<file path="config.mk">
export PLATFORM = sky130hd
export DESIGN_NAME = otter_wb_arbiter
export DESIGN_NICKNAME = d
export VERILOG_FILES = /design/src/rtl/otter_wb_arbiter.sv
export SDC_FILE = /design/constraint.sdc
export NUM_CORES = 1
export LEC_CHECK = 0
export BUFFER_PORTS_ARGS = -buffer_cell sky130_fd_sc_hd__buf_2
export CAP_MARGIN = 25
export CORE_MARGIN = 4
export CORE_UTILIZATION = 41
export DETAILED_ROUTE_END_ITERATION = 12
export PLACE_DENSITY = 0.67
export SLEW_MARGIN = 20
export SYNTH_ARGS = -nofsm -noshare
export SYNTH_HDL_FRONTEND = slang
export SYNTH_SLANG_ARGS = --single-unit
</file>
<file path="constraint.sdc">
create_clock -name i_clk -period 7.5 [get_ports i_clk]
set_clock_uncertainty 0.15 [all_clocks]
set_input_delay 0.75 -clock i_clk [delete_from_list [all_inputs] [get_ports i_clk]]
set_output_delay 0.75 -clock i_clk [all_outputs]
set_load 0.02 [all_outputs]
</file>
<file path="src/rtl/otter_wb_arbiter.sv">
// Register-file writeback arbiter for the OTTER core.
// Merges two writeback sources into a single register-file write port:
//   A: the in-order pipeline. It has no back-pressure and always has priority.
//   B: long-latency units. Their writes are buffered in a small FIFO.
// A 31-entry scoreboard tracks registers that still have a long-latency write
// pending, so that decode can stall on them.
// Optional feature: define OTTER_WB_BYPASS_EN to let a B write reach the
// output in the same cycle it arrives. This happens only when the FIFO is
// empty and A is idle.
module otter_wb_arbiter #(
  parameter int FIFO_DEPTH = 2
) (
  input  logic        i_clk,
  input  logic        i_rst,
  input  logic        i_a_valid,
  input  logic [4:0]  i_a_addr,
  input  logic [31:0] i_a_data,
  input  logic        i_b_valid,
  output logic        o_b_ready,
  input  logic [4:0]  i_b_addr,
  input  logic [31:0] i_b_data,
  input  logic        i_iss_valid,
  input  logic [4:0]  i_iss_addr,
  input  logic [4:0]  i_q_addr1,
  input  logic [4:0]  i_q_addr2,
  output logic        o_q_busy1,
  output logic        o_q_busy2,
  output logic        o_w_en,
  output logic [4:0]  o_w_addr,
  output logic [31:0] o_w_data
);

  localparam int PW = (FIFO_DEPTH > 1) ? $clog2(FIFO_DEPTH) : 1;
  localparam int CW = PW + 1;
  localparam logic [CW-1:0] FULL_CNT = CW'(FIFO_DEPTH);

  // FIFO storage: each entry is {addr, data}
  logic [36:0]   mem_q [FIFO_DEPTH];
  logic [PW-1:0] wr_ptr_q, wr_ptr_d;
  logic [PW-1:0] rd_ptr_q, rd_ptr_d;
  logic [CW-1:0] count_q, count_d;

  logic [31:0]   sb_q, sb_d;
  logic [31:0]   sb_set, sb_clr;

  logic          w_en_d;
  logic [4:0]    w_addr_d;
  logic [31:0]   w_data_d;
  logic          w_en_q;
  logic [4:0]    w_addr_q;
  logic [31:0]   w_data_q;

  logic          empty, full;
  logic          sel_a, b_hs, byp, push, pop;
  logic [4:0]    head_addr;
  logic [31:0]   head_data;

  assign empty     = (count_q == '0);
  assign full      = (count_q == FULL_CNT);
  assign o_b_ready = !full;
  assign b_hs      = i_b_valid && o_b_ready;
  assign sel_a     = i_a_valid && (i_a_addr != 5'd0);
  assign head_addr = mem_q[rd_ptr_q][36:32];
  assign head_data = mem_q[rd_ptr_q][31:0];

`ifdef OTTER_WB_BYPASS_EN
  assign byp = b_hs && empty && !sel_a;
`else
  assign byp = 1'b0;
`endif
  assign push = b_hs && !byp;

  // Writeback selection: A first, then FIFO head, then bypassed B.
  // B entries retire their scoreboard bit when they are loaded.
  always_comb begin
    w_en_d   = 1'b0;
    w_addr_d = w_addr_q;
    w_data_d = w_data_q;
    sb_clr   = '0;
    pop      = 1'b0;
    if (sel_a) begin
      w_en_d   = 1'b1;
      w_addr_d = i_a_addr;
      w_data_d = i_a_data;
    end else if (!empty) begin
      pop      = 1'b1;
      w_en_d   = (head_addr != 5'd0);
      w_addr_d = head_addr;
      w_data_d = head_data;
      if (head_addr != 5'd0) sb_clr[head_addr] = 1'b1;
    end else if (byp) begin
      w_en_d   = (i_b_addr != 5'd0);
      w_addr_d = i_b_addr;
      w_data_d = i_b_data;
      if (i_b_addr != 5'd0) sb_clr[i_b_addr] = 1'b1;
    end
  end

  // FIFO pointer and occupancy next-state; push and pop may coincide
  always_comb begin
    wr_ptr_d = push ? wr_ptr_q + PW'(1) : wr_ptr_q;
    rd_ptr_d = pop  ? rd_ptr_q + PW'(1) : rd_ptr_q;
    count_d  = count_q;
    case ({push, pop})
      2'b10:   count_d = count_q + CW'(1);
      2'b01:   count_d = count_q - CW'(1);
      default: count_d = count_q;
    endcase
  end

  // Scoreboard next-state: a new issue wins over a retiring write to the same register
  always_comb begin
    sb_set = '0;
    if (i_iss_valid && (i_iss_addr != 5'd0)) sb_set[i_iss_addr] = 1'b1;
    sb_d    = (sb_q & ~sb_clr) | sb_set;
    sb_d[0] = 1'b0;
  end

  // Control, scoreboard and output registers
  always_ff @(posedge i_clk or posedge i_rst) begin
    if (i_rst) begin
      wr_ptr_q <= '0;
      rd_ptr_q <= '0;
      count_q  <= '0;
      sb_q     <= '0;
      w_en_q   <= 1'b0;
      w_addr_q <= 5'd0;
      w_data_q <= 32'd0;
    end else begin
      wr_ptr_q <= wr_ptr_d;
      rd_ptr_q <= rd_ptr_d;
      count_q  <= count_d;
      sb_q     <= sb_d;
      w_en_q   <= w_en_d;
      w_addr_q <= w_addr_d;
      w_data_q <= w_data_d;
    end
  end

  // FIFO storage write; contents are only meaningful behind the pointers
  always_ff @(posedge i_clk) begin
    if (push) mem_q[wr_ptr_q] <= {i_b_addr, i_b_data};
  end

  assign o_q_busy1 = sb_q[i_q_addr1];
  assign o_q_busy2 = sb_q[i_q_addr2];
  assign o_w_en    = w_en_q;
  assign o_w_addr  = w_addr_q;
  assign o_w_data  = w_data_q;

endmodule

</file>
# Word-level counts from Yosys, hierarchy flattened

Memories as Yosys holds them, arrays and structs flattened.
Index checks and enable logic that the tools add are counted.
Widths: inputs -> output; s select.

Multipliers: 0
Order comparisons: 6
Multiplexer cells: 23
Shifts and indexed selects: 0
Reduce and logical (&&, ||, !) cells: 11
Bitwise operators: 3
Add/sub/neg operators: 4
Div/mod/pow operators: 0
Eq/ne operators: 4

Operators with widths:

| operator            | count |
|---|---|
| $mux 32             | 6 |
| $and 32x32->32      | 1 |
| $not 32->32         | 1 |
| $or 32x32->32       | 1 |
| $lt 5x6->1 const B  | 4 |
| $reduce_bool 5->1   | 3 |
| $bmux 1 s5          | 2 |
| $demux 1 s5         | 2 |
| $ge 5x1->1 const B  | 2 |
| $mux 1              | 10 |
| $mux 5              | 2 |
| $logic_and 1x1->1   | 5 |
| $eq 2x2->1 const B  | 2 |
| $pmux 2 s2          | 1 |
| $add 1x1->1 const B | 2 |
| $add 2x1->2 const B | 1 |
| $eq 2x1->1 const B  | 1 |
| $logic_not 2->1     | 1 |
| $ne 2x1->1 const B  | 1 |
| $reduce_bool 2->1   | 1 |
| $sub 2x1->2 const B | 1 |
| $logic_not 1->1     | 1 |

Memories: 1
Output and inout port bits: 41
Register bits after elaboration: 73
Bits in latches: 0
ROM bits: 0
RAM bits: 74

Memory list:

| name  | words | bits a word | read ports | clocked after Yosys merged registers in | write ports | line | source |
|---|---|---|---|---|---|---|---|
| mem_q | 2     | 37          | 1          | 0                                       | 1           | 38   | `logic [36:0] mem_q [FIFO_DEPTH];` |

# Longest topological paths before layout

Gate-level depths: netlist of run 1.
An unclocked memory read counts as a cell.

Word-level depth: 11
Depth in mapped cells: 9
Mapped depth without buffers: 7

# Worst setup path before layout of run 1

No wires, ideal clock.

Path kind: input port to flip-flop
From: input i_b_valid
To: memory mem_q[0][0] (enable)
Slack: 4.506 ns
Stages: 2
Path buffers: 0
Data required time: 6.919 ns
Data arrival time: 2.412 ns
Cells stage by stage: nand2_1 nor2_1

Word-level cells in the longest chain between the ends: 3

RTL lines:

| element                      | line | source |
|---|---|---|
| from (decl)                  | 18   | `input logic i_b_valid,` |
| $logic_and 1x1->1            | 61   | `assign b_hs = i_b_valid && o_b_ready;` |
| $mux 1                       | 142  | `if (push) mem_q[wr_ptr_q] <= {i_b_addr, i_b_data};` |
| $mux 1 (not written as such) | 142  |  |
| to (decl)                    | 38   |  |

No other way between the ends.

# Worst setup path after layout of run 1

From: input i_q_addr2[0]
To: output o_q_busy2

Word-level cells in the longest chain between the ends: 2

RTL lines:

| element                      | line | source |
|---|---|---|
| from (decl)                  | 25   | `input logic [4:0] i_q_addr2,` |
| $bmux 1 s5                   | 146  | `assign o_q_busy2 = sb_q[i_q_addr2];` |
| $mux 1 (not written as such) | 146  |  |
| to (decl)                    | 27   | `output logic o_q_busy2,` |

No other way between the ends. The select of a mux whose other input is x is not followed.

==> results.json, run 1 <==
{
  "cts-buffers-inserted": 17,
  "syn_area_um2": 6630,
  "slew_headroom_pct": 39.5,
  "rsz0062_at_grt": "false",
  "nNetsFinal": 796,
  "cts-root-buf": "clkbuf_16",
  "cts_sinks": 147,
  "r2r-start": "rd_ptr_q$_DFFE_PP0P_",
  "place_congestion": 0.865,
  "cap_violations": 0,
  "grt_pass1_wl_um": 26200,
  "die_x_um": 135,
  "clk_latency_ps": 410,
  "status": "finished clean",
  "slew_violations": 0,
  "portBuffers": 134,
  "p_clk_share_pct": 27.3,
  "clockBufferDepth": 2,
  "worstPathRequired_ps": 6600,
  "vdd_drop_max_mv": 0.176,
  "syn2layout_area_growth_pct": 22.5,
  "hold_viol": 0,
  "holdWs_ps": 259,
  "worst_pin_slew_ps": 908,
  "power_mw": 3.18,
  "synthFlopType": "edfxtp_1",
  "clk_pin_slew_ps": 60,
  "synth_top_family_by_area": "compound AO/OA/AOI/OAI gates",
  "dp.cells": 897,
  "async_flop_share_pct": 49.7,
  "synth_edf_count": 74,
  "drt-initial-drc-count": 303,
  "route.layer.met1.wl_um": 6590,
  "max_freq_ghz": 0.346,
  "p_sw_share_pct": 35.7,
  "wl_um": 16100,
  "leakagePower_nw": 3.43,
  "fin_util_pct": 51.1,
  "syn_nets": 674,
  "wl_met3_um": 1360,
  "hold_class": "in -> async",
  "place_hpwl_um": 11300,
  "internal_power_mw": 2.04,
  "mostFrequentLayoutCells": "buf_2 (134), nand2_1 (102), edfxtp_1 (74)",
  "p_sw_mw": 1.14,
  "synth-seq-area-share_pct": 61.1,
  "drt_first_pass_iters": 5,
  "fin_tns_setup_ps": 0,
  "viasPerCell": 5.32,
  "critical_path_class": "in -> out",
  "worst-path-max-fanout": 7,
  "power_density_nw_per_um2": 392,
  "dpl-instance-area_um2": 7470,
  "drive_gt1_share_pct": 26.6,
  "top_layer": "met5",
  "avgSynthCellArea_um2": 11.4,
  "antenna_found_initial": 5,
  "grt_util_all_layers_pct": 18.1,
  "route.met2.wl_um": 8010,
  "grt_max_degree": 102,
  "design_area_um2": 8120,
  "synth_compound_area_share_pct": 12.7,
  "cts_hold_buf": 0,
  "cp.arrival_ps": 1990,
  "die_y_um": 135,
  "final_common_cell": "buf_2",
  "grt-ovfl-total": 0,
  "ys_types": 43,
  "r2r_slack_ps": 4830,
  "synthCells": 579,
  "setup_slack_ps": 4610,
  "io-pin-count": 135,
  "post-route-period-util_pct": 38.5,
  "core_area_um2": 15900,
  "start_util_pct": 41.7,
  "pwr-share-seq_pct": 40.6,
  "wl_per_cell_um": 17.2,
  "power_frac_comb_pct": 32.2,
  "yosysWarnings": 0,
  "endpoint_kind": "output port",
  "period_minus_slack_ps": 2890,
  "fillCellCount": 1478,
  "layout.cells.non_filler": 933,
  "place_ws_ps": 4420,
  "ys_seq_elements": 147,
  "start_kind": "primary input",
  "r2r-end": "sb_q[14]$_DFF_PP0_",
  "vias": 4968,
  "drc": 0,
  "antenna_left": 0,
  "yosys.area_share.simple_pct": 12.0,
  "cts_resized": 0,
  "setup_viol": 0,
  "post_cts_buffers": 0,
  "cts_tree": "yes",
  "synthXorXnorAreaFrac_pct": 0.661,
  "synthAdderAreaFrac_pct": 0.189,
  "worstRegToRegCells": 5,
  "cts_max_level": 4,
  "rows": 46,
  "dieArea_um2": 18300,
  "synthMuxAreaShare_pct": 10.1,
  "grt_pass1_vias": 5174
}
## power by group through the flow
stage | logic [mW] | clock network [mW] | registers (mW)
floorplan | 0.661 | 0 | 1.32
global placement | 0.989 | 0 | 1.29
detailed placement | 1.03 | 0 | 1.30
CTS | 1.03 | 0.884 | 1.29
global route | 1.13 | 0.923 | 1.32
finish | 1.02 | 0.867 | 1.29
## worst max path at each step
| stage | startpoint | endpoint | slack (ps) | cells after the start |
|---|---|---|---|---|
| final | i_q_addr2[0] | o_q_busy2 | 4610 | 6 |
| after global routing | i_q_addr2[0] | o_q_busy2 | 4500 | 6 |
| after CTS | i_q_addr2[0] | o_q_busy2 | 4600 | 6 |
| after detailed placement | i_a_addr[3] | count_q[1]$_DFFE_PP0P_ | 4420 | 8 |
| after global placement | i_a_addr[3] | count_q[1]$_DFFE_PP0P_ | 4490 | 8 |
| after floorplan | i_b_valid | mem_q[0][0]$_DFFE_PP_ | 4510 | 2 |
## final cells by class
class,count,area [µm²],share of cell area (%)
Tap cell,216,270,3.33
Multi-Input combinational cell,387,2380,29.4
Timing Repair Buffer,141,763,9.40
Sequential cell,147,4050,49.9
Clock inverter,14,176,2.17
Clock buffer,18,439,5.41
Inverter,7,26.3,0.324
Antenna cell,3,7.51,0.0925
## registers in the layout (all words and copies together) (netlist names)
| signal | count |
|---|---|
| sb_q | 31 |
| count_q | 2 |
| mem_q | 74 |
| o_w_addr | 5 |
| o_w_en | 1 |
| rd_ptr_q | 1 |
| wr_ptr_q | 1 |
| o_w_data | 32 |
## metal layers
metal | track usage, % | up-vias
li1 | - | 2368
met1 | 22.6 | 2394
met2 | 29.9 | 183
met3 | 6.59 | 17
met4 | 4.70 | 6
met5 | 0 | -
## synth_stat cells (2+ instances only)
cell         n  area [µm²]
nand3_1      6        30.0
o211ai_1     2        15.0
buf_2        5        25.0
nand2_1    102         383
nor2_1      47         176
xnor2_1      3        26.3
o21ai_0     45         225
mux2_2       3        33.8
buf_6        4        45.0
nand3b_1     2        15.0
xor2_1       2        17.5
mux2i_1     50         500
a21oi_1     40         200
buf_1        4        15.0
or3_1        2        12.5
o2111ai_1    6        52.6
nand2b_1     8        50.1
nor3b_1      2        15.0
nor3_1       3        15.0
nand4_1      2        12.5
o41ai_1     28         245
a211oi_1     2        15.0
a22oi_1      5        37.5
o21ai_1      3        15.0
edfxtp_1    74        2220
dfrtp_1     73        1830
mux4_2       6         135
nor2b_1      6        37.5
inv_1        7        26.3
clkbuf_1    24        90.1
## critical path, cell delays in order
cell	delay [ps]
buf_2	190
mux4_2	520
nand2b_1	150
o211ai_1	90
nand4_1	110
buf_2	170
## logic make-up after synthesis
family | after synthesis
buf+inv | 45
fa+ha+maj | 1
compound gates | 135
xor+xnor | 5
simple gates | 187
flops | 147
mux | 59
No activity file was read; power rests on OpenSTA's default activity.
==> inputs of run 2 (changes only) <==
clock period = 3 ns   (was 7.5 ns; I/O delays follow)
==> run 2 against run 1 <==
Compared with the run above: die area is the same; largest power group unchanged; first-iteration DRC count increased by 32%; sequential share of layout area shrank 3.9 points; combinational power grew to 2.7 times the previous value; cell area grew 8.5%; sequential power grew 150%; critical endpoint is now sb_q[8]$_DFF_PP0_; cell count up 8.1%; clock power is 130% higher; flip-flop and latch count stayed put; global-route usage up 1.2 points; routed wire length grew 7.9%; setup slack got worse by 4500 ps.
==> results.json, run 2 (synthesized netlist as in run 1, its figures left out) <==
{
  "status": "finished clean",
  "grt_pass1_wl_um": 27800,
  "start_util_pct": 41.7,
  "portBuffers": 134,
  "largest_reg_flops": 74,
  "place_congestion": 0.817,
  "worstPathRequired_ps": 3140,
  "drive_gt1_share_pct": 24.3,
  "cp_slowest_cell": "dlygate4sd3_1",
  "wl_per_cell_um": 17.2,
  "grt_pass1_vias": 5490,
  "slew_headroom_pct": 52.0,
  "cts_sinks": 147,
  "r2r_slack_ps": 330,
  "cpLargestDelayFamily": "buffers and inverters",
  "hold_viol": 0,
  "fin_util_pct": 55.5,
  "die_x_um": 135,
  "r2r-end": "sb_q[8]$_DFF_PP0_",
  "p_sw_share_pct": 36.6,
  "clockBufferDepth": 2,
  "dp.cells": 902,
  "critical_path_class": "in -> reg",
  "grt-ovfl-total": 0,
  "cts-buffers-inserted": 17,
  "nNetsFinal": 876,
  "final_common_cell": "buf_2",
  "max_freq_ghz": 0.351,
  "power_density_nw_per_um2": 895,
  "regMostFlops": "mem_q",
  "drt-initial-drc-count": 400,
  "holdWs_ps": 17.5,
  "worstSetupStartpoint": "i_a_addr[3]",
  "fin_tns_setup_ps": 0,
  "core_area_um2": 15900,
  "path_cells": "dlygate4sd3_1 > buf_2 > or4_1 > o21a_2 > o41ai_2 > o31ai_1 > dlygate4sd3_1",
  "rows": 46,
  "clk_latency_ps": 410,
  "crit_path_end": "sb_q[8]$_DFF_PP0_",
  "p_sw_mw": 2.88,
  "io-pin-count": 135,
  "period_minus_slack_ps": 2850,
  "rsz0062_at_grt": "false",
  "cts-root-buf": "clkbuf_16",
  "syn2layout_area_growth_pct": 33.0,
  "setup_viol": 0,
  "path_depth": 7,
  "n_antenna_cell": 0,
  "clk_pin_slew_ps": 60,
  "dieArea_um2": 18300,
  "worstRegToRegCells": 5,
  "drc": 0,
  "slew_violations": 0,
  "start_kind": "primary input",
  "power_frac_comb_pct": 34.4,
  "layout.cells.non_filler": 1009,
  "antenna_left": 0,
  "wl_um": 17400,
  "hold_class": "in -> reg",
  "hp-start": "i_a_addr[4]",
  "r2r-start": "rd_ptr_q$_DFFE_PP0P_",
  "p_clk_share_pct": 25.0,
  "vdd_drop_max_mv": 0.519,
  "crit_buf_inv": 3,
  "grt_max_degree": 60,
  "grt_util_all_layers_pct": 19.3,
  "leakagePower_nw": 3.74,
  "antenna_found_initial": 1,
  "fillCellCount": 1328,
  "endpoint_kind": "flop",
  "viasPerCell": 5.36,
  "crit_top_cell": "dlygate4sd3_1",
  "pwr-share-seq_pct": 40.6,
  "power_mw": 7.89,
  "vias": 5408,
  "cp.arrival_ps": 2990,
  "drt_first_pass_iters": 5,
  "cap_violations": 0,
  "cts_tree": "yes",
  "worst_pin_slew_ps": 719,
  "mostFrequentLayoutCells": "buf_2 (134), nand2_1 (102), dlygate4sd3_1 (76)",
  "worst-path-max-fanout": 34,
  "cts_max_level": 4,
  "die_y_um": 135,
  "internal_power_mw": 5.00,
  "place_hpwl_um": 11500,
  "post-route-period-util_pct": 95.0,
  "slowest_delay_ps": 560
}
-- run 2: power by group through the flow --
stage	Sequential (mW)	Combinational (mW)	Clock, mW
final	3.20	2.71	1.97
after floorplan	3.30	1.65	0
after CTS	3.19	2.70	1.99
after global placement	3.19	2.53	0
after detailed placement	3.22	2.60	0
after global routing	3.27	2.98	2.10
-- run 2: per-layer routing --
metal	vias up	GRT usage, %	wire, µm
li1	2511	-	-
met5	-	0	11
met1	2629	24.4	7150
met4	2	5.21	249
met2	241	32.8	8670
met3	25	5.25	1290
-- run 2: how the worst min path moves through the flow --
stage | endpoint | slack, ps | cells past startpoint
2_1_floorplan | sb_q[8]$_DFF_PP0_ | 250 | 1
3_3_place_gp | o_w_addr[3]$_DFFE_PP0P_ | 270 | 2
3_5_place_dp | o_w_addr[1]$_DFFE_PP0P_ | 280 | 2
4_1_cts | o_w_addr[4]$_DFFE_PP0P_ | 10 | 3
5_1_grt | o_w_addr[2]$_DFFE_PP0P_ | 20 | 3
6_report | o_w_addr[4]$_DFFE_PP0P_ | 20 | 3
-- run 2: final cells by class --
type | instances | area [µm²] | share of cell area (%)
tap | 216 | 270 | 3.07
timing repair buffer | 221 | 1530 | 17.3
sequential | 147 | 4050 | 46.0
inverter | 7 | 26.3 | 0.298
clock buffer | 18 | 439 | 4.99
multi-input combinational | 387 | 2380 | 27.1
clock inverter | 13 | 113 | 1.28
-- run 2: timing repair --
action / in CTS / in global routing
hold buffers: 76 / 0
resized for setup: 0 / 0
hold endpoints to repair: 137 / 0
buffers inserted: 0 / 0
-- run 2: metrics by stage --
stage	instance area (µm²)	worst slack, ps
final	8810	149
after global routing	8810	102
after CTS	8810	189
after detailed placement	7500	550
after global placement	7500	624
after floorplan	6630	32.9
-- run 2: worst min-delay path: stages --
cell     delay (ps)
buf_2           100
nand2_1          70
o21ai_0          70
==> inputs of run 3 (changes only) <==
PLACE_DENSITY = 0.69   (was 0.67)
clock period = 2.39 ns   (was 3 ns; I/O delays follow)
==> run 3 against run 2 <==
Compared with the run above: first-iteration DRC count down 12%; global-route usage up 0.57 points; via count up 1.5%; sequential share of layout area down 0.76 points; clock power up 31%; largest power group unchanged; worst hold slack better by 9.8 ps; sequential power up 26%; count of clock-buffer cells in the layout down 1; cell count up 0.69%; die area unchanged.
==> results.json, run 3 (synthesized netlist as in run 1, its figures left out) <==
{
  "status": "finished clean",
  "regMostFlops": "mem_q",
  "cts-root-buf": "clkbuf_16",
  "hold_class": "in -> reg",
  "mostFrequentLayoutCells": "buf_2 (134), nand2_1 (102), dlygate4sd3_1 (81)",
  "grt_max_degree": 74,
  "vias": 5491,
  "start_util_pct": 41.7,
  "drc": 0,
  "cap_violations": 0,
  "viasPerCell": 5.40,
  "clk_latency_ps": 410,
  "core_area_um2": 15900,
  "worstPathRequired_ps": 2530,
  "critical_path_class": "in -> reg",
  "drt-initial-drc-count": 351,
  "cts-buffers-inserted": 17,
  "setup_slack_ps": 79.5,
  "io-pin-count": 135,
  "worst-path-max-fanout": 54,
  "worst_pin_slew_ps": 700,
  "cts_max_level": 4,
  "cts_sinks": 147,
  "place_ws_ps": 153,
  "slew_headroom_pct": 52.9,
  "cts_tree": "yes",
  "portBuffers": 134,
  "clk_pin_slew_ps": 60,
  "power_mw": 10.1,
  "nNetsFinal": 882,
  "final_common_cell": "buf_2",
  "hold_viol": 0,
  "die_x_um": 135,
  "power_density_nw_per_um2": 1130,
  "start_kind": "primary input",
  "cp.arrival_ps": 2450,
  "leakagePower_nw": 3.78,
  "grt_pass1_vias": 5800,
  "grt_util_all_layers_pct": 19.9,
  "rows": 46,
  "die_y_um": 135,
  "fillCellCount": 1301,
  "max_freq_ghz": 0.433,
  "antenna_left": 0,
  "place_congestion": 0.866,
  "drt_first_pass_iters": 5,
  "wl_um": 17900,
  "antenna_found_initial": 0,
  "n_antenna_cell": 0,
  "endpoint_kind": "flop",
  "place_hpwl_um": 11500,
  "vdd_drop_max_mv": 0.747,
  "syn2layout_area_growth_pct": 35.2,
  "grt_pass1_wl_um": 29000,
  "largest_reg_flops": 74,
  "slew_violations": 0,
  "setup_viol": 0,
  "wl_per_cell_um": 17.6,
  "dieArea_um2": 18300,
  "grt-ovfl-total": 0,
  "post-route-period-util_pct": 96.7,
  "period_minus_slack_ps": 2310,
  "drive_gt1_share_pct": 24.9,
  "clockBufferDepth": 2
}
## run 3: cell count changes in the layout (fill, tap and decap cells not counted), sizes merged
cell,before,now
clkinv,9,5
buf,145,146
clkbuf,18,17
inv,8,10
bufinv,1,2
dlygate4sd3,76,81
clkinvlp,2,5
## run 3: final timing paths
| check | slack, ps | endpoint | depth (start not counted) | from |
|---|---|---|---|---|
| max | 80 | sb_q[2]$_DFF_PP0_ | 7 | i_a_addr[2] |
| max reg2reg | 340 | sb_q[15]$_DFF_PP0_ | 5 | rd_ptr_q$_DFFE_PP0P_ |
| min | 30 | o_w_addr[0]$_DFFE_PP0P_ | 3 | i_a_valid |
| min reg2reg | 390 | sb_q[21]$_DFF_PP0_ | 2 | sb_q[21]$_DFF_PP0_ |
| max in group asynchronous | 1460 | sb_q[5]$_DFF_PP0_ | 4 | i_rst |
| min in group asynchronous | 320 | sb_q[18]$_DFF_PP0_ | 4 | i_rst |
## run 3: per-layer routing
metal | part of all wire (%) | GRT usage, %
met2 | 50 | 34.2
met5 | 0 | 0
met1 | 40 | 24.9
met4 | 2.0 | 6.61
met3 | 7.5 | 4.43
## run 3: final cells by class
cell class                 count  area [µm²]  share of cell area, %
multi-input combinational    387        2410                   26.9
clock inverter                15         159                   1.77
inverter                       7        26.3                  0.293
clock buffer                  17         425                   4.75
tap                          216         270                   3.02
timing repair buffer         227        1610                   18.0
sequential                   147        4050                   45.2
## run 3: repair_timing
| item | in CTS | in global routing |
|---|---|---|
| endpoints found under the setup margin | 0 | 23 |
| gates resized for setup | 0 | 5 |
| buffers inserted | 0 | 0 |
| endpoints found under the hold margin | 186 | 0 |
| hold buffers | 81 | 0 |
## run 3: stage by stage
stage	std cells	util (%)	hold WS, ps	area, µm²	TNS [ps]
floorplan	579	-	185	6630	0
global placement	903	47.4	204	7530	0
detailed placement	903	47.4	210	7530	0
CTS	1016	56.2	2.55	8920	0
global route	1016	56.4	35.7	8960	-24.8
finish	1016	56.4	27.3	8960	0
## run 3: critical path, cell delays in order
cell and delay (ps):
dlygate4sd3_1 540, buf_2 130, or4_1 530, o21a_2 240
buf_6 220, o41ai_1 430, nand2_1 100
## run 3: power breakdown
part	leakage [nW]	internal [mW]	switching (mW)	total [mW]
clock network	0.270	1.54	1.05	2.59
registers	1.56	3.51	0.525	4.04
logic	1.95	1.37	2.10	3.48
total	3.78	6.43	3.68	10.1
